## src/rtl/ahb_pkg.sv

```systemverilog
// rtl/ahb_pkg.sv - shared AHB-Lite encodings and master FSM states
// Purpose: bus encodings for HTRANS/HRESP and the master controller state set.
// Ports: none (package).
package ahb_pkg;

  typedef enum logic [1:0] {
    HTRANS_IDLE   = 2'b00,
    HTRANS_BUSY   = 2'b01,
    HTRANS_NONSEQ = 2'b10,
    HTRANS_SEQ    = 2'b11
  } htrans_t;

  typedef enum logic {
    HRESP_OKAY  = 1'b0,
    HRESP_ERROR = 1'b1
  } hresp_t;

  // Which bus phases are outstanding: address only, both overlapped, data only.
  typedef enum logic [1:0] {
    ST_IDLE      = 2'b00,
    ST_ADDR      = 2'b01,
    ST_ADDR_DATA = 2'b10,
    ST_DATA      = 2'b11
  } mst_state_t;

endpackage

```

## src/rtl/ahb_wait_watchdog.sv

```systemverilog
// rtl/ahb_wait_watchdog.sv - consecutive wait-state counter with expiry
// Purpose: counts consecutive stalled data-phase cycles and flags the cycle
//          whose closing edge is the TIMEOUT-th stall.
// Ports:
//   i_clk     in  clock
//   i_rst     in  asynchronous active-high reset
//   i_clear   in  restart the count (transfer made progress)
//   i_enable  in  this cycle is a stalled data-phase cycle
//   o_expire  out this stalled cycle reaches TIMEOUT (count also restarts)
module ahb_wait_watchdog #(
  parameter int TIMEOUT = 16
) (
  input  logic i_clk,
  input  logic i_rst,
  input  logic i_clear,
  input  logic i_enable,
  output logic o_expire
);

  localparam int CW = $clog2(TIMEOUT);

  logic [CW-1:0] r_count;

  // r_count holds stalls already seen, so expiry is the stall that makes TIMEOUT.
  assign o_expire = i_enable && (r_count == CW'(TIMEOUT - 1));

  always_ff @(posedge i_clk or posedge i_rst) begin
    if (i_rst) begin
      r_count <= '0;
    end else if (i_clear || o_expire) begin
      r_count <= '0;
    end else if (i_enable) begin
      r_count <= r_count + 1'b1;
    end
  end

endmodule

```

## src/rtl/ahb_master_ctrl.sv

```systemverilog
// rtl/ahb_master_ctrl.sv - pipelined AHB-Lite initiator with wait watchdog
// Purpose: converts single read/write commands into NONSEQ transfers whose
//          data phase overlaps the next address phase; one response per command.
// Ports:
//   HCLK, HRESET                      clock, async active-high reset
//   cmd_valid/ready/write/addr/wdata  command stream in
//   HSEL, HADDR, HTRANS, HWRITE       address phase out
//   HWDATA / HRDATA, HREADY, HRESP    data phase
//   rsp_valid/rdata/err/timeout       one-cycle response pulse out
module ahb_master_ctrl #(
  parameter int ADDR_W  = 10,
  parameter int DATA_W  = 32,
  parameter int TIMEOUT = 16
) (
  input  logic              HCLK,
  input  logic              HRESET,
  input  logic              cmd_valid,
  output logic              cmd_ready,
  input  logic              cmd_write,
  input  logic [ADDR_W-1:0] cmd_addr,
  input  logic [DATA_W-1:0] cmd_wdata,
  output logic              HSEL,
  output logic [ADDR_W-1:0] HADDR,
  output logic [1:0]        HTRANS,
  output logic              HWRITE,
  output logic [DATA_W-1:0] HWDATA,
  input  logic [DATA_W-1:0] HRDATA,
  input  logic              HREADY,
  input  logic              HRESP,
  output logic              rsp_valid,
  output logic [DATA_W-1:0] rsp_rdata,
  output logic              rsp_err,
  output logic              rsp_timeout
);

  import ahb_pkg::*;

  mst_state_t        r_state;
  mst_state_t        w_state_nxt;
  logic              r_live;
  logic [ADDR_W-1:0] r_haddr;
  logic              r_hwrite;
  logic [DATA_W-1:0] r_wdata;
  logic [DATA_W-1:0] r_hwdata;
  logic              r_dp_write;
  logic              r_drop;
  logic              r_rsp_valid;
  logic [DATA_W-1:0] r_rsp_rdata;
  logic              r_rsp_err;
  logic              r_rsp_timeout;

  logic w_addr_pend;
  logic w_data_pend;
  logic w_accept;
  logic w_addr_done;
  logic w_data_done;
  logic w_stall;
  logic w_expire;
  logic w_addr_nxt;
  logic w_data_nxt;

  assign w_addr_pend = (r_state == ST_ADDR) || (r_state == ST_ADDR_DATA);
  assign w_data_pend = (r_state == ST_ADDR_DATA) || (r_state == ST_DATA);
  assign w_stall     = w_data_pend && !HREADY;
  assign w_addr_done = w_addr_pend && HREADY;
  assign w_data_done = w_data_pend && HREADY;

  // No accept on the watchdog edge: the bus is being forced back to IDLE.
  assign cmd_ready = r_live && (!w_addr_pend || HREADY) && !w_expire;
  assign w_accept  = cmd_valid && cmd_ready;

  ahb_wait_watchdog #(
    .TIMEOUT (TIMEOUT)
  ) u_watchdog (
    .i_clk    (HCLK),
    .i_rst    (HRESET),
    .i_clear  (HREADY),
    .i_enable (w_stall),
    .o_expire (w_expire)
  );

  always_comb begin
    w_addr_nxt = w_accept || (w_addr_pend && !HREADY);
    w_data_nxt = w_addr_done || (w_data_pend && !HREADY);
    if (w_expire) begin
      w_addr_nxt = 1'b0;
      w_data_nxt = 1'b0;
    end
    case ({w_addr_nxt, w_data_nxt})
      2'b10:   w_state_nxt = ST_ADDR;
      2'b11:   w_state_nxt = ST_ADDR_DATA;
      2'b01:   w_state_nxt = ST_DATA;
      default: w_state_nxt = ST_IDLE;
    endcase
  end

  always_ff @(posedge HCLK or posedge HRESET) begin
    if (HRESET) begin
      r_state       <= ST_IDLE;
      r_live        <= 1'b0;
      r_haddr       <= '0;
      r_hwrite      <= 1'b0;
      r_wdata       <= '0;
      r_hwdata      <= '0;
      r_dp_write    <= 1'b0;
      r_drop        <= 1'b0;
      r_rsp_valid   <= 1'b0;
      r_rsp_rdata   <= '0;
      r_rsp_err     <= 1'b0;
      r_rsp_timeout <= 1'b0;
    end else begin
      r_state <= w_state_nxt;
      r_live  <= 1'b1;
      if (w_accept) begin
        r_haddr  <= cmd_addr;
        r_hwrite <= cmd_write;
        r_wdata  <= cmd_wdata;
      end
      // Address phase hands its direction and write data over to the data phase.
      if (w_addr_done) begin
        r_hwdata   <= r_wdata;
        r_dp_write <= r_hwrite;
      end
      // A dropped address phase still owes its requester a (timeout) response.
      r_drop <= w_expire && w_addr_pend;
      if (w_expire || r_drop) begin
        r_rsp_valid   <= 1'b1;
        r_rsp_rdata   <= '0;
        r_rsp_err     <= 1'b1;
        r_rsp_timeout <= 1'b1;
      end else if (w_data_done) begin
        r_rsp_valid   <= 1'b1;
        r_rsp_rdata   <= r_dp_write ? '0 : HRDATA;
        r_rsp_err     <= (hresp_t'(HRESP) == HRESP_ERROR);
        r_rsp_timeout <= 1'b0;
      end else begin
        r_rsp_valid   <= 1'b0;
        r_rsp_rdata   <= '0;
        r_rsp_err     <= 1'b0;
        r_rsp_timeout <= 1'b0;
      end
    end
  end

  assign HSEL        = w_addr_pend;
  assign HTRANS      = w_addr_pend ? HTRANS_NONSEQ : HTRANS_IDLE;
  assign HADDR       = r_haddr;
  assign HWRITE      = r_hwrite;
  assign HWDATA      = r_hwdata;
  assign rsp_valid   = r_rsp_valid;
  assign rsp_rdata   = r_rsp_rdata;
  assign rsp_err     = r_rsp_err;
  assign rsp_timeout = r_rsp_timeout;

endmodule

```

## config.mk

```make
export PLATFORM = sky130hd
export DESIGN_NAME = ahb_master_ctrl
export DESIGN_NICKNAME = d
export VERILOG_FILES = /design/src/rtl/ahb_pkg.sv /design/src/rtl/ahb_wait_watchdog.sv /design/src/rtl/ahb_master_ctrl.sv
export SDC_FILE = /design/constraint.sdc
export NUM_CORES = 1
export LEC_CHECK = 0
export ABC_CLOCK_PERIOD_IN_PS = 3700
export BUFFER_PORTS_ARGS = -buffer_cell sky130_fd_sc_hd__clkbuf_2
export CAP_MARGIN = 30
export CORE_ASPECT_RATIO = 1.25
export CORE_MARGIN = 5
export CORE_UTILIZATION = 44
export DETAILED_ROUTE_END_ITERATION = 8
export PLACE_DENSITY = 0.86
export SETUP_SLACK_MARGIN = 0.3
export SKIP_LAST_GASP = 1
export SLEW_MARGIN = 5
export SYNTH_ARGS = -nofsm -noshare
export SYNTH_HDL_FRONTEND = slang
export SYNTH_SLANG_ARGS = --single-unit
export TNS_END_PERCENT = 20
```

## constraint.sdc

```tcl
create_clock -name HCLK -period 3.7 [get_ports HCLK]
set_input_delay 0.555 -clock HCLK [delete_from_list [all_inputs] [get_ports HCLK]]
set_output_delay 0.555 -clock HCLK [all_outputs]
set_load 0.1 [all_outputs]
```

# Word level (Yosys, flattened, before mapping)

Cells that the tools add are included.

Output and inout port bits: 82
Register bits after elaboration: 119
Input bits: 80
Logic and storage cells: 55

Reductions and logical operators: 20
Multiplexer cells: 14
$add $sub $neg: 1
Equality and inequality tests: 7

Operator list:

| cell                                                            | count |
|---|---|
| 32-bit 2-to-1 mux                                               | 3 |
| 1-bit logical AND                                               | 9 |
| 2-bit == test, second input constant                            | 4 |
| 4-bit 2-to-1 mux                                                | 2 |
| 1-bit logical OR                                                | 7 |
| 1-bit 2-to-1 mux                                                | 7 |
| 2-bit case mux with 3 select lines                              | 1 |
| 4-bit by 1-bit adder with 4-bit output, second input constant   | 1 |
| 2-bit by 1-bit == test with 1-bit output, second input constant | 2 |
| 4-bit == test, second input constant                            | 1 |
| 1-bit zero test                                                 | 3 |
| 2-bit 2-to-1 mux                                                | 1 |
| 2-bit nonzero test                                              | 1 |

# Logic depth before layout (Yosys ltp)

Gate-level depths: netlist of the first run.

Depth after elaboration: 11
Depth in mapped cells: 7
Depth with buffers taken out: 5

# By module

From an unflattened synthesis of the first run, not the netlist that was laid out.

Cell total of the unflattened synthesis: 288
Area, all modules: 4406.7 sq um

Modules (own cells, without submodules):

| module            | seq. area each (sq um) | instances | cells an instance | area each (sq um) |
|---|---|---|---|---|
| ahb_master_ctrl   | 2877.8                 | 1         | 264               | 4199.0 |
| ahb_wait_watchdog | 100.1                  | 1         | 24                | 207.7 |

# Worst setup path before layout of the first run

No wires, ideal clock.

Kind: flip-flop to output port
Start: reg r_state[0]
End: out cmd_ready
Data required time: 3145 ps
Stages on the path, launching flop included: 5
Slack: 881 ps
Arrival time: 2264 ps
Cells stage by stage: dfrtp_1 ha_1 nor2_2 nor3_1 nor2_1

Longest elaborated chain between the ends: 6

Ends and longest elaborated chain:

| item                                                                   | line                                           | source |
|---|---|---|
| from (decl)                                                            | ahb_master_ctrl.sv:38                          | `mst_state_t r_state;` |
| from (signal assigned)                                                 | ahb_master_ctrl.sv:112                         | `r_state <= w_state_nxt;` |
| 2-bit by 1-bit == test with 1-bit output, or another cell as far along | ahb_master_ctrl.sv:62                          | `assign w_addr_pend = (r_state == ST_ADDR) \|\| (r_state == ST_ADDR_DATA);` |
| 1-bit logical OR, on equally long branches                             | ahb_master_ctrl.sv:62, ahb_master_ctrl.sv:63   |  |
| 1-bit zero test / 1-bit logical AND (equally long branches)            | ahb_master_ctrl.sv:69, ahb_master_ctrl.sv:64   |  |
| 1-bit logical OR / 1-bit logical AND (equally long branches)           | ahb_master_ctrl.sv:69, ahb_wait_watchdog.sv:25 |  |
| 1-bit logical AND / 1-bit zero test (equally long branches)            | ahb_master_ctrl.sv:69                          | `assign cmd_ready = r_live && (!w_addr_pend \|\| HREADY) && !w_expire;` |
| 1-bit logical AND *                                                    | ahb_master_ctrl.sv:69                          |  |
| to (decl)                                                              | ahb_master_ctrl.sv:18                          | `output logic cmd_ready,` |

Mark *: on every way between the ends. The rest lies on a longest branch, timed or not.

# Worst setup path after layout of the first run

Start: reg r_state[1]
End: out cmd_ready

Same word-level chain as after synthesis.

==> results by group, run 1 <==
Run status
  – Status: finished clean

STA
  – WHS: 320 ps
  – Max Freq: 373 MHz
  – Number of setup violations in the final report: 0
  – RSZ-0062 raised after global routing: no
  – Final Max Slew Viols: 0
  – Layout Skew: 4.77 ps
  – Clock period minus worst slack: 2680 ps
  – Max-slew headroom: 0.378
  – Setup TNS: 0 ps
  – Fin crit share: 0.725
  – Final Hold Fails: 0
  – Worst-Margin Slew: 932 ps

Setup path
  – CP arrival: 2130 ps
  – Reg2reg path depth: 6
  – Critical path required time: 3140 ps
  – CP Max Fanout: 5
  – Worst setup EP type: output pin
  – Crit start category: flop
  – WS Path Type: flop to output pin

Yosys
  – Yosys warns: 0
  – Count of cell types in the netlist: 31
  – Post-synthesis compound-gate area fraction: 0.0227
  – Multiplexer share of the synthesized area: 0.194
  – Synth Instances: 281
  – Post-synthesis simple-gate area fraction: 0.0673
  – XOR/XNOR Fraction of Synth Area: 0.00398
  – Main combinational cell family by area after synthesis: multiplexers
  – Post-Syn Area per Cell: 15.7 um^2
  – Syn Nets: 364
  – Area fraction of the dominant cell type after synthesis: 0.676
  – Mapped Area: 4400 um^2
  – Seq cells post-synth: 119
  – Cell taking the most area after synthesis: dfrtp_1
  – Synth area leaders: dfrtp_1 (68%), mux2_2 (19%), and2_1 (4.5%)
  – Synthesized-area fraction occupied by adder cells: 0.00853
  – Sequential area share after synthesis: 0.676

Drt
  – DRC: 0
  – Iteration-0 DRC count of the detailed router: 91
  – Final ANT Viol Nets: 0
  – Vias post-DR: 2817
  – Detailed Route WL: 9.13 mm
  – Via-per-instance ratio: 4.79
  – 1st-pass router iterations: 4
  – WL per Instance: 15.5 um

GRT
  – Vias in the first global route: 3140
  – Largest net degree at the start of global routing: 120
  – Grt ovf: 0
  – Initial antenna violation count: 0
  – GRT Total Usage: 0.164
  – First-pass GRT wire length: 15.4 mm

Die
  – DIE HEIGHT: 122 um
  – Die area: 12100 um^2
  – Core Region: 9710 um^2
  – Core Rows: 40
  – Starting Density: 0.453
  – Die W: 99.5 um
  – Top Ports: 162

CTS
  – Worst-skew pair later-pin latency: 400 ps
  – Root Driver: clkbuf_16
  – # Post-CTS Setup Buffers: 0
  – Htree depth: 4
  – TritonCTS clock tree: yes
  – Worst-case clock buffer depth: 2
  – Clock Sinks: 119
  – CTS Hold Bufs: 0
  – Clock slew at the register clock pins of the worst setup and hold paths: 50 ps
  – Total CTS buffers: 17
  – Post-cts resize count: 0

Final layout
  – Antenna Cells: 0
  – Ratio of cells with drive above 1 in the final layout: 0.593
  – Nets: 532
  – Post-Layout Cell Count: 588
  – Commonest non-fill, non-tap cells in the layout: clkbuf_2 (160), dfrtp_1 (119), mux2_2 (73)
  – Commonest non-fill, non-tap cell in the layout: clkbuf_2
  – Area growth syn-to-layout: 35.2%
  – Fillers: 779

Job
  – Max-cap violation count: 0

Placed design
  – IO Port Bufs: 160
  – DP Cell Count: 555
  – Routability-driven placement congestion ratio: 0.779
  – Post-DP HPWL: 6.57 mm

Min path
  – Hold crit path type: input pin to async pin
[Yosys cell counts]
library cell	instances
buf_2	4
or2_2	2
nand3b_1	1
xor2_1	2
mux2_1	3
nand2_1	4
nor3_1	3
nand3_1	1
o21ai_0	4
nor4_1	1
buf_6	4
o211a_1	1
buf_4	2
nor2_2	1
a211o_1	1
a21boi_0	1
a311o_1	1
o32ai_1	1
clkbuf_1	4
o2111ai_1	1
and2_1	32
nor4b_2	1
ha_1	3
dfrtp_1	119
o31ai_4	1
nor2_1	2
conb_1	2
mux2_2	73
nand2b_1	1
a21oi_1	1
inv_1	4
[registers in the layout (all words and copies together), names as in the netlist]
| register | cells |
|---|---|
| HWDATA | 32 |
| r_wdata | 32 |
| rsp_rdata | 32 |
| HADDR | 10 |
| u_watchdog.r_count | 4 |
| r_state | 2 |
| HWRITE | 1 |
| r_dp_write | 1 |
| r_drop | 1 |
| r_live | 1 |
| rsp_err | 1 |
| rsp_timeout | 1 |
| rsp_valid | 1 |
[area by class of cell]
| class | count | area (um^2) | share of cell area |
|---|---|---|---|
| Timing Repair Buffer | 163 | 840 | 0.141 |
| Sequential cell | 119 | 2980 | 0.500 |
| Multi-Input combinational cell | 144 | 1330 | 0.223 |
| Tap cell | 126 | 158 | 0.0265 |
| Clock inverter | 12 | 175 | 0.0294 |
| Inverter | 4 | 18.8 | 0.00315 |
| Clock buffer | 20 | 457 | 0.0767 |
[metrics by stage]
step | worst slack [ps] | cell area [um^2] | util
finish | 1020 | 5950 | 0.613
global route | 851 | 5950 | 0.613
CTS | 994 | 5940 | 0.612
detailed placement | 1230 | 5310 | 0.547
global placement | 1330 | 5310 | 0.547
floorplan | 881 | 4410 | -
[worst paths after layout]
path | startpoint | endpoint | slack (ps)
min in group HCLK | HRDATA[27] | rsp_rdata[27] | 360
max | r_state[1] | cmd_ready | 1020
min | HRESET | r_drop | 320
max in group asynchronous | HRESET | r_wdata[31] | 2920
max reg2reg | r_state[0] | HWRITE | 1340
min reg2reg | HADDR[1] | HADDR[1] | 490
[cells by family (layout without fill, tap and decap cells)]
family                     Yosys count  in the layout
DFF                                119            119
muxes                               76             76
and+or+nand+nor                     49             49
buffers and inverters               18            199
AOI/OAI and AO/OA                   12             12
adders and majority gates            3              3
other                                2              2
xor gates and xnor gates             2              2
[per-layer routing]
layer	GRT usage	share of wire	vias to the layer above	routed length [um]
met5	0	0	-	0
met1	0.173	0.36	1394	3300
met2	0.283	0.53	120	4840
met3	0.0762	0.097	10	885
met4	0.0683	0.012	0	106
li1	-	-	1293	-
[critical path: stages (launching register included)]
cell	delay (ps)
dfrtp_1	390
ha_1	240
nor2_2	340
nor3_1	170
nor2_1	130
clkbuf_2	460
Power of run 1 is not shown: default switching activity piles up to over one toggle a cycle in this logic, so the estimate is an artifact.
==> run 2: changes to the inputs <==
--- a/config.mk
+++ b/config.mk
@@ -5,7 +5,7 @@
 export SDC_FILE = /design/constraint.sdc
 export NUM_CORES = 1
 export LEC_CHECK = 0
-export ABC_CLOCK_PERIOD_IN_PS = 3700
+export ABC_CLOCK_PERIOD_IN_PS = 2400
 export BUFFER_PORTS_ARGS = -buffer_cell sky130_fd_sc_hd__clkbuf_2
 export CAP_MARGIN = 30
 export CORE_ASPECT_RATIO = 1.25
==> constraint.sdc (replaced) <==
create_clock -name HCLK -period 2.4 [get_ports HCLK]
set_input_delay 0.36 -clock HCLK [delete_from_list [all_inputs] [get_ports HCLK]]
set_output_delay 0.36 -clock HCLK [all_outputs]
set_load 0.1 [all_outputs]
==> run 2 against run 1 <==
- register-to-register slack worse by 880 ps
- clock-buffer cell count is 4 higher
- final cell count is 0.68% higher
- highest routed layer unchanged
- clock skew is 7.0 ps higher
- non-clock buffer count is 4 higher
- worst setup slack worse by 660 ps
- critical endpoint is now HSEL
- critical path depth is 1 lower
- die area stayed put
==> results by group, run 2 (same netlist as run 1, synthesis figures left out) <==
CTS
  – Worst-skew pair later-pin latency: 400 ps (about the same)
  – Worst-case clock buffer depth: 2 (unchanged)
  – Clock Sinks: 119 (unchanged)
  – TritonCTS clock tree: yes (unchanged)
  – Total CTS buffers: 17 (unchanged)
  – Root Driver: clkbuf_16 (unchanged)
  – Htree depth: 4 (unchanged)
  – Clock slew at the register clock pins of the worst setup and hold paths: 50 ps (about the same)

Setup path
  – Critical path required time: 2040 ps (was 3140 ps)
  – Worst R2R Setup Slack: 460 ps (was 1340 ps)
  – CP max stage delay: 450 ps (was 460 ps)
  – Crit start category: flop (unchanged)
  – CP arrival: 1680 ps (was 2130 ps)
  – Worst path bufs/invs: 3 (was 1)
  – CP max stage cell: clkbuf_2 (unchanged)
  – WS Path Type: flop to output pin (unchanged)
  – Cell with the most instances on the worst path: inv_1
  – FF-to-FF Start: r_state[0] (unchanged)
  – Worst r2r dst: r_wdata[31] (was HWRITE)
  – Critical path depth: 4 (was 5)
  – CP Max Fanout: 6 (was 5)
  – Worst path cell trace: inv_1 -> ha_2 -> inv_1 -> clkbuf_2 (was ha_1 -> nor2_2 -> nor3_1 -> nor2_1 -> clkbuf_2)
  – Crit path capture: HSEL (was cmd_ready)
  – CP startpoint: r_state[0] (was r_state[1])
  – Reg2reg path depth: 7 (was 6)
  – Worst setup EP type: output pin (unchanged)
  – Top Family by Delay on Critical Path: buffers and inverters (was simple AND/OR/NAND/NOR gates)

GRT
  – Vias in the first global route: 3126 (was 3140)
  – Initial antenna violation count: 0 (unchanged)
  – Largest net degree at the start of global routing: 120 (unchanged)
  – First-pass GRT wire length: 15.3 mm (was 15.4 mm)
  – Grt ovf: 0 (unchanged)
  – GRT Total Usage: 0.163 (was 0.164)

Drt
  – Iteration-0 DRC count of the detailed router: 133 (was 91)
  – WL per Instance: 15.1 um (was 15.5 um)
  – Vias post-DR: 2804 (was 2817)
  – Via-per-instance ratio: 4.74 (was 4.79)
  – DRC: 0 (unchanged)
  – 1st-pass router iterations: 4 (unchanged)
  – Final ANT Viol Nets: 0 (unchanged)
  – Detailed Route WL: 8.97 mm (was 9.13 mm)

Die
  – DIE HEIGHT: 122 um (unchanged)
  – Core Region: 9710 um^2 (unchanged)
  – Top Ports: 162 (unchanged)
  – Die area: 12100 um^2 (unchanged)
  – Starting Density: 0.453 (unchanged)
  – Core Rows: 40 (unchanged)
  – Die W: 99.5 um (unchanged)

STA
  – Final Hold Fails: 0 (unchanged)
  – Layout Skew: 11.7 ps (was 4.77 ps)
  – Worst-Margin Slew: 635 ps (was 932 ps)
  – Max-slew headroom: 0.577 (was 0.378)
  – Final Max Slew Viols: 0 (unchanged)
  – RSZ-0062 raised after global routing: yes (was no)
  – Number of setup violations in the final report: 0 (unchanged)
  – Max Freq: 491 MHz
  – Clock period minus worst slack: 2040 ps
  – Fin crit share: 0.849

Final layout
  – Post-Layout Cell Count: 592 (was 588)
  – Antenna Cells: 0 (unchanged)
  – Commonest non-fill, non-tap cell in the layout: clkbuf_2 (unchanged)
  – Area growth syn-to-layout: 36.9% (was 35.2%)
  – Ratio of cells with drive above 1 in the final layout: 0.603 (was 0.593)
  – Commonest non-fill, non-tap cells in the layout: clkbuf_2 (158), dfrtp_1 (119), mux2_2 (73) (was clkbuf_2 (160), dfrtp_1 (119), mux2_2 (73))
  – Nets: 536 (was 532)

Job
  – Max-cap violation count: 0 (unchanged)

Placed design
  – DP Cell Count: 557 (was 555)
  – Post-DP HPWL: 6.45 mm (was 6.57 mm)
  – IO Port Bufs: 160 (unchanged)
  – Routability-driven placement congestion ratio: 0.758 (was 0.779)

Min path
  – Hold crit path type: input pin to async pin (unchanged)

Run status
  – Status: finished clean (unchanged)
run 2: cell count changes in the layout (fill, tap and decap cells not counted), moves of 2 or more:
cell and delta:
ha_1 -2, buf_12 +2, ha_2 +2, clkbuf_2 -2, clkbuf_8 +3, clkinv_2 +2, clkinvlp_4 -5, buf_4 +2
run 2: repair_timing:
action	CTS	global route
buffers inserted	1	2
hold buffers	0	0
endpoints found under the hold margin	0	0
setup endpoints to repair	36	3
resized for setup	3	5
pin swaps	1	2
run 2: routing by layer:
layer  part of all wire  vias to the layer above  global-route usage
met5                  0                        -                   0
li1                   -                     1309                   -
met1               0.39                     1361               0.192
met4              0.013                        0              0.0640
met3              0.089                       12              0.0762
met2               0.51                      122               0.261
run 2: worst reg2reg max path, stage by stage, from the launching register on:
cell and delay (ps):
dfrtp_1 390, inv_1 70, ha_2 240, nor2_4 80, buf_4 140, o31ai_4 260, buf_12 260, mux2_2 390
run 2: metrics by stage:
| stage | hold slack (ps) | worst slack (ps) | area, um^2 | utilization | setup TNS, ps |
|---|---|---|---|---|---|
| after floorplan | 475 | -224 | 4410 | - | -224 |
| after global placement | 473 | 315 | 5340 | 0.550 | 0 |
| after CTS | 138 | 208 | 6000 | 0.618 | 0 |
| final | 102 | 362 | 6030 | 0.621 | 0 |
| after detailed placement | 481 | 200 | 5360 | 0.552 | 0 |
| after global routing | 135 | 261 | 6030 | 0.621 | 0 |
run 2: final cells by class:
cell class / instances / area [um^2]
Clock buffer: 24 / 502
Clock inverter: 8 / 118
Fill cell: 732 / 3680
Inverter: 4 / 18.8
Multi-Input combinational cell: 144 / 1350
Sequential cell: 119 / 2980
Tap cell: 126 / 158
Timing Repair Buffer: 167 / 901
run 2: worst min-delay path by stage:
stage,cells past startpoint,end
3_5_place_dp,1,HADDR[1]
4_1_cts,2,rsp_rdata[11]
2_1_floorplan,1,HWDATA[13]
6_report,3,rsp_rdata[6]
3_3_place_gp,1,HADDR[3]
5_1_grt,2,rsp_rdata[25]
Power of run 2 is left out for the same reason.
==> run 3: changes to the inputs <==
--- a/config.mk
+++ b/config.mk
@@ -5,14 +5,15 @@
 export SDC_FILE = /design/constraint.sdc
 export NUM_CORES = 1
 export LEC_CHECK = 0
-export ABC_CLOCK_PERIOD_IN_PS = 2400
+export ABC_AREA = 1
+export ABC_CLOCK_PERIOD_IN_PS = 2100
 export BUFFER_PORTS_ARGS = -buffer_cell sky130_fd_sc_hd__clkbuf_2
 export CAP_MARGIN = 30
 export CORE_ASPECT_RATIO = 1.25
 export CORE_MARGIN = 5
-export CORE_UTILIZATION = 44
+export CORE_UTILIZATION = 50
 export DETAILED_ROUTE_END_ITERATION = 8
-export PLACE_DENSITY = 0.86
+export PLACE_DENSITY = 0.91
 export SETUP_SLACK_MARGIN = 0.3
 export SKIP_LAST_GASP = 1
 export SLEW_MARGIN = 5
==> constraint.sdc (replaced) <==
create_clock -name HCLK -period 2.1 [get_ports HCLK]
set_input_delay 0.315 -clock HCLK [delete_from_list [all_inputs] [get_ports HCLK]]
set_output_delay 0.315 -clock HCLK [all_outputs]
set_load 0.1 [all_outputs]
==> run 3 against run 2 <==
- synthesized cell count increased by 68%
- non-clock buffer count increased by 9
- core utilization increased by 8.3 points
- routed wire length increased by 22%
- die area decreased by 5.3%
- largest cell class unchanged
- first-iteration DRC count decreased by 14%
- clock-buffer cell count decreased by 4
- via count increased by 31%
- worst setup slack got worse by 220 ps
- sequential share of layout area decreased by 3.3 points
- clock skew decreased by 6.0 ps
- critical path depth increased by 4
==> results by group, run 3 <==
CTS
  – Htree depth: 4 (unchanged)
  – Total CTS buffers: 17 (unchanged)
  – Clock slew at the register clock pins of the worst setup and hold paths: 50 ps (about the same)
  – TritonCTS clock tree: yes (unchanged)
  – Clock Sinks: 119 (unchanged)
  – Worst-case clock buffer depth: 2 (unchanged)
  – Worst-skew pair later-pin latency: 390 ps (was 400 ps)
  – Root Driver: clkbuf_16 (unchanged)

Drt
  – WL per Instance: 14.0 um (was 15.1 um)
  – Detailed Route WL: 11.0 mm (was 8.97 mm)
  – Met2 wire length: 5.73 mm (was 4.59 mm)
  – 1st-pass router iterations: 4 (unchanged)
  – Top sig layer: met4 (unchanged)
  – Iteration-0 DRC count of the detailed router: 115 (was 133)
  – Via-per-instance ratio: 4.69 (was 4.74)
  – Final ANT Viol Nets: 0 (unchanged)
  – Vias post-DR: 3666 (was 2804)
  – DRC: 0 (unchanged)
  – WL met3: 735 um (was 794 um)
  – M1 wire length: 4.43 mm (was 3.46 mm)

Yosys
  – Sequential area share after synthesis: 0.632 (was 0.676)
  – Synth Flop Type: dfrtp_1 (unchanged)
  – Synth top cells by count: nand2_1 (134), dfrtp_1 (119), inv_1 (50) (was dfrtp_1 (119), mux2_2 (73), and2_1 (32))
  – Mapped Area: 4710 um^2 (was 4400 um^2)
  – Synth area leaders: dfrtp_1 (63%), nand2_1 (11%), nor2_2 (4.4%) (was dfrtp_1 (68%), mux2_2 (19%), and2_1 (4.5%))
  – Post-synthesis async set-or-reset flop share: 1.00 (unchanged)
  – Yosys warns: 0 (unchanged)
  – EDFF count, synth: 0 (unchanged)
  – Seq cells post-synth: 119 (unchanged)
  – Count of cell types in the netlist: 25 (was 31)
  – Synth Instances: 472 (was 281)
  – Post-Syn Area per Cell: 9.99 um^2 (was 15.7 um^2)
  – Cell taking the most area after synthesis: dfrtp_1 (unchanged)
  – Most frequent cell after synthesis: nand2_1 (was dfrtp_1)
  – Syn Nets: 555 (was 364)
  – Area fraction of the dominant cell type after synthesis: 0.632 (was 0.676)

STA
  – Layout Skew: 5.73 ps (was 11.7 ps)
  – Max-slew headroom: 0.593 (was 0.577)
  – Max Freq: 510 MHz
  – Setup TNS: 0 ps (unchanged)
  – WHS: 100 ps (was 102 ps)
  – Number of setup violations in the final report: 0 (unchanged)
  – RSZ-0062 raised after global routing: yes (unchanged)
  – Worst-Margin Slew: 610 ps (was 635 ps)
  – Final Max Slew Viols: 0 (unchanged)
  – Final Hold Fails: 0 (unchanged)
  – Clock period minus worst slack: 1960 ps
  – Fin crit share: 0.933
  – Final WS setup: 140 ps (was 362 ps)

Die
  – DIE HEIGHT: 119 um (was 122 um)
  – Core Rows: 39 (was 40)
  – Starting Density: 0.514 (was 0.453)
  – Core Region: 9170 um^2 (was 9710 um^2)
  – Top Ports: 162 (unchanged)
  – Die area: 11500 um^2 (was 12100 um^2)
  – Die W: 96.9 um (was 99.5 um)

Min path
  – Hold crit path type: input pin to async pin (unchanged)

GRT
  – Grt ovf: 0 (unchanged)
  – Vias in the first global route: 3814 (was 3126)
  – Largest net degree at the start of global routing: 120 (unchanged)
  – First-pass GRT wire length: 18.0 mm (was 15.3 mm)
  – Initial antenna violation count: 0 (unchanged)
  – GRT Total Usage: 0.195 (was 0.163)

Setup path
  – CP max stage delay: 410 ps (was 450 ps)
  – Worst setup EP type: output pin (unchanged)
  – CP max stage cell: dfrtp_1 (was clkbuf_2)
  – CP Max Fanout: 4 (was 6)
  – Worst path bufs/invs: 3 (unchanged)
  – Critical path required time: 1780 ps (was 2040 ps)
  – Crit start category: flop (unchanged)
  – Worst path cell trace: inv_2 -> ha_4 -> nor2_4 -> nor2_4 -> nand2_4 -> inv_4 -> nor2_4 -> buf_12 (was inv_1 -> ha_2 -> inv_1 -> clkbuf_2)
  – WS Path Type: flop to output pin (unchanged)
  – CP arrival: 1640 ps (was 1680 ps)
  – Top Family by Delay on Critical Path: flip-flops (was buffers and inverters)
  – Cell with the most instances on the worst path: nor2_4 (was inv_1)

Final layout
  – Ratio of cells with drive above 1 in the final layout: 0.436 (was 0.603)
  – Final Cell Area: 6460 um^2 (was 6030 um^2)
  – Commonest non-fill, non-tap cells in the layout: clkbuf_2 (157), nand2_1 (132), dfrtp_1 (118) (was clkbuf_2 (158), dfrtp_1 (119), mux2_2 (73))
  – Antenna Cells: 0 (unchanged)
  – Commonest non-fill, non-tap cell in the layout: clkbuf_2 (unchanged)
  – Area growth syn-to-layout: 37.0% (was 36.9%)
  – Nets: 728 (was 536)

Run status
  – Status: finished clean (unchanged)

Job
  – Max-cap violation count: 0 (unchanged)

Placed design
  – Post-DP Area: 5620 um^2 (was 5360 um^2)
  – Routability-driven placement congestion ratio: 0.869 (was 0.758)
  – Post-DP HPWL: 7.24 mm (was 6.45 mm)
  – IO Port Bufs: 160 (unchanged)
  – Dpl ws: 192 ps (was 200 ps)
==> run 3: cell type report <==
| class | instances | area (um^2) |
|---|---|---|
| Fill cell | 664 | 2720 |
| Inverter | 56 | 221 |
| Tap cell | 123 | 154 |
| Timing Repair Buffer | 176 | 1010 |
| Sequential cell | 119 | 2980 |
| Multi-Input combinational cell | 275 | 1440 |
| Clock inverter | 12 | 199 |
| Clock buffer | 20 | 447 |
==> run 3: worst reg2reg max path: cells and delay by family (launching register included) <==
kind	cells	cell delay [ps]
adder cells (fa/ha/maj)	1	160
flip-flops	1	410
AO/OA/AOI/OAI	1	50
buffers and inverters	4	520
AND/OR/NAND/NOR	5	560
==> run 3: final timing paths <==
check                            from             to  slack (ps)  cells after the start
setup / recovery           r_state[0]      cmd_ready         140                      8
hold / removal                 HRESET    r_wdata[11]         100                      3
setup reg to reg           r_state[0]    r_wdata[13]         280                     11
hold reg to reg            HWDATA[18]     HWDATA[18]         470                      2
max in group asynchronous      HRESET     r_state[1]        1520                      3
min in group HCLK          HRDATA[27]  rsp_rdata[27]         130                      3
==> run 3: repair_timing <==
| action | 4_1_cts | 5_1_grt |
|---|---|---|
| gates resized for setup | 13 | 15 |
| hold endpoints to repair | 0 | 0 |
| cloned | 2 | 0 |
| pin swaps | 4 | 5 |
| setup endpoints to repair | 44 | 77 |
| buffers inserted | 5 | 4 |
| hold buffers | 0 | 0 |
==> run 3: per-layer routing <==
layer,GRT usage,vias up
met1,0.226,1741
met4,0.0694,0
met5,0,-
li1,-,1777
met3,0.0689,4
met2,0.335,144
==> run 3: cell families (layout without fill, tap and decap cells) <==
group	count (synthesis)	in the layout	share of synthesized area
AND/OR/NAND/NOR	202	204	0.188
flip-flops	119	119	0.632
buffers and inverters	80	264	0.0801
AO/OA/AOI/OAI	65	65	0.0889
adder cells (fa/ha/maj)	3	3	0.00796
other	2	2	0.00159
XOR/XNOR	1	1	0.00186
==> run 3: stage by stage <==
| stage | util | instances |
|---|---|---|
| 2_1_floorplan | - | 472 |
| 3_3_place_gp | 0.612 | 738 |
| 3_5_place_dp | 0.612 | 738 |
| 4_1_cts | 0.695 | 777 |
| 5_1_grt | 0.704 | 781 |
| 6_report | 0.704 | 781 |
Power of run 3 is left out for the same reason.
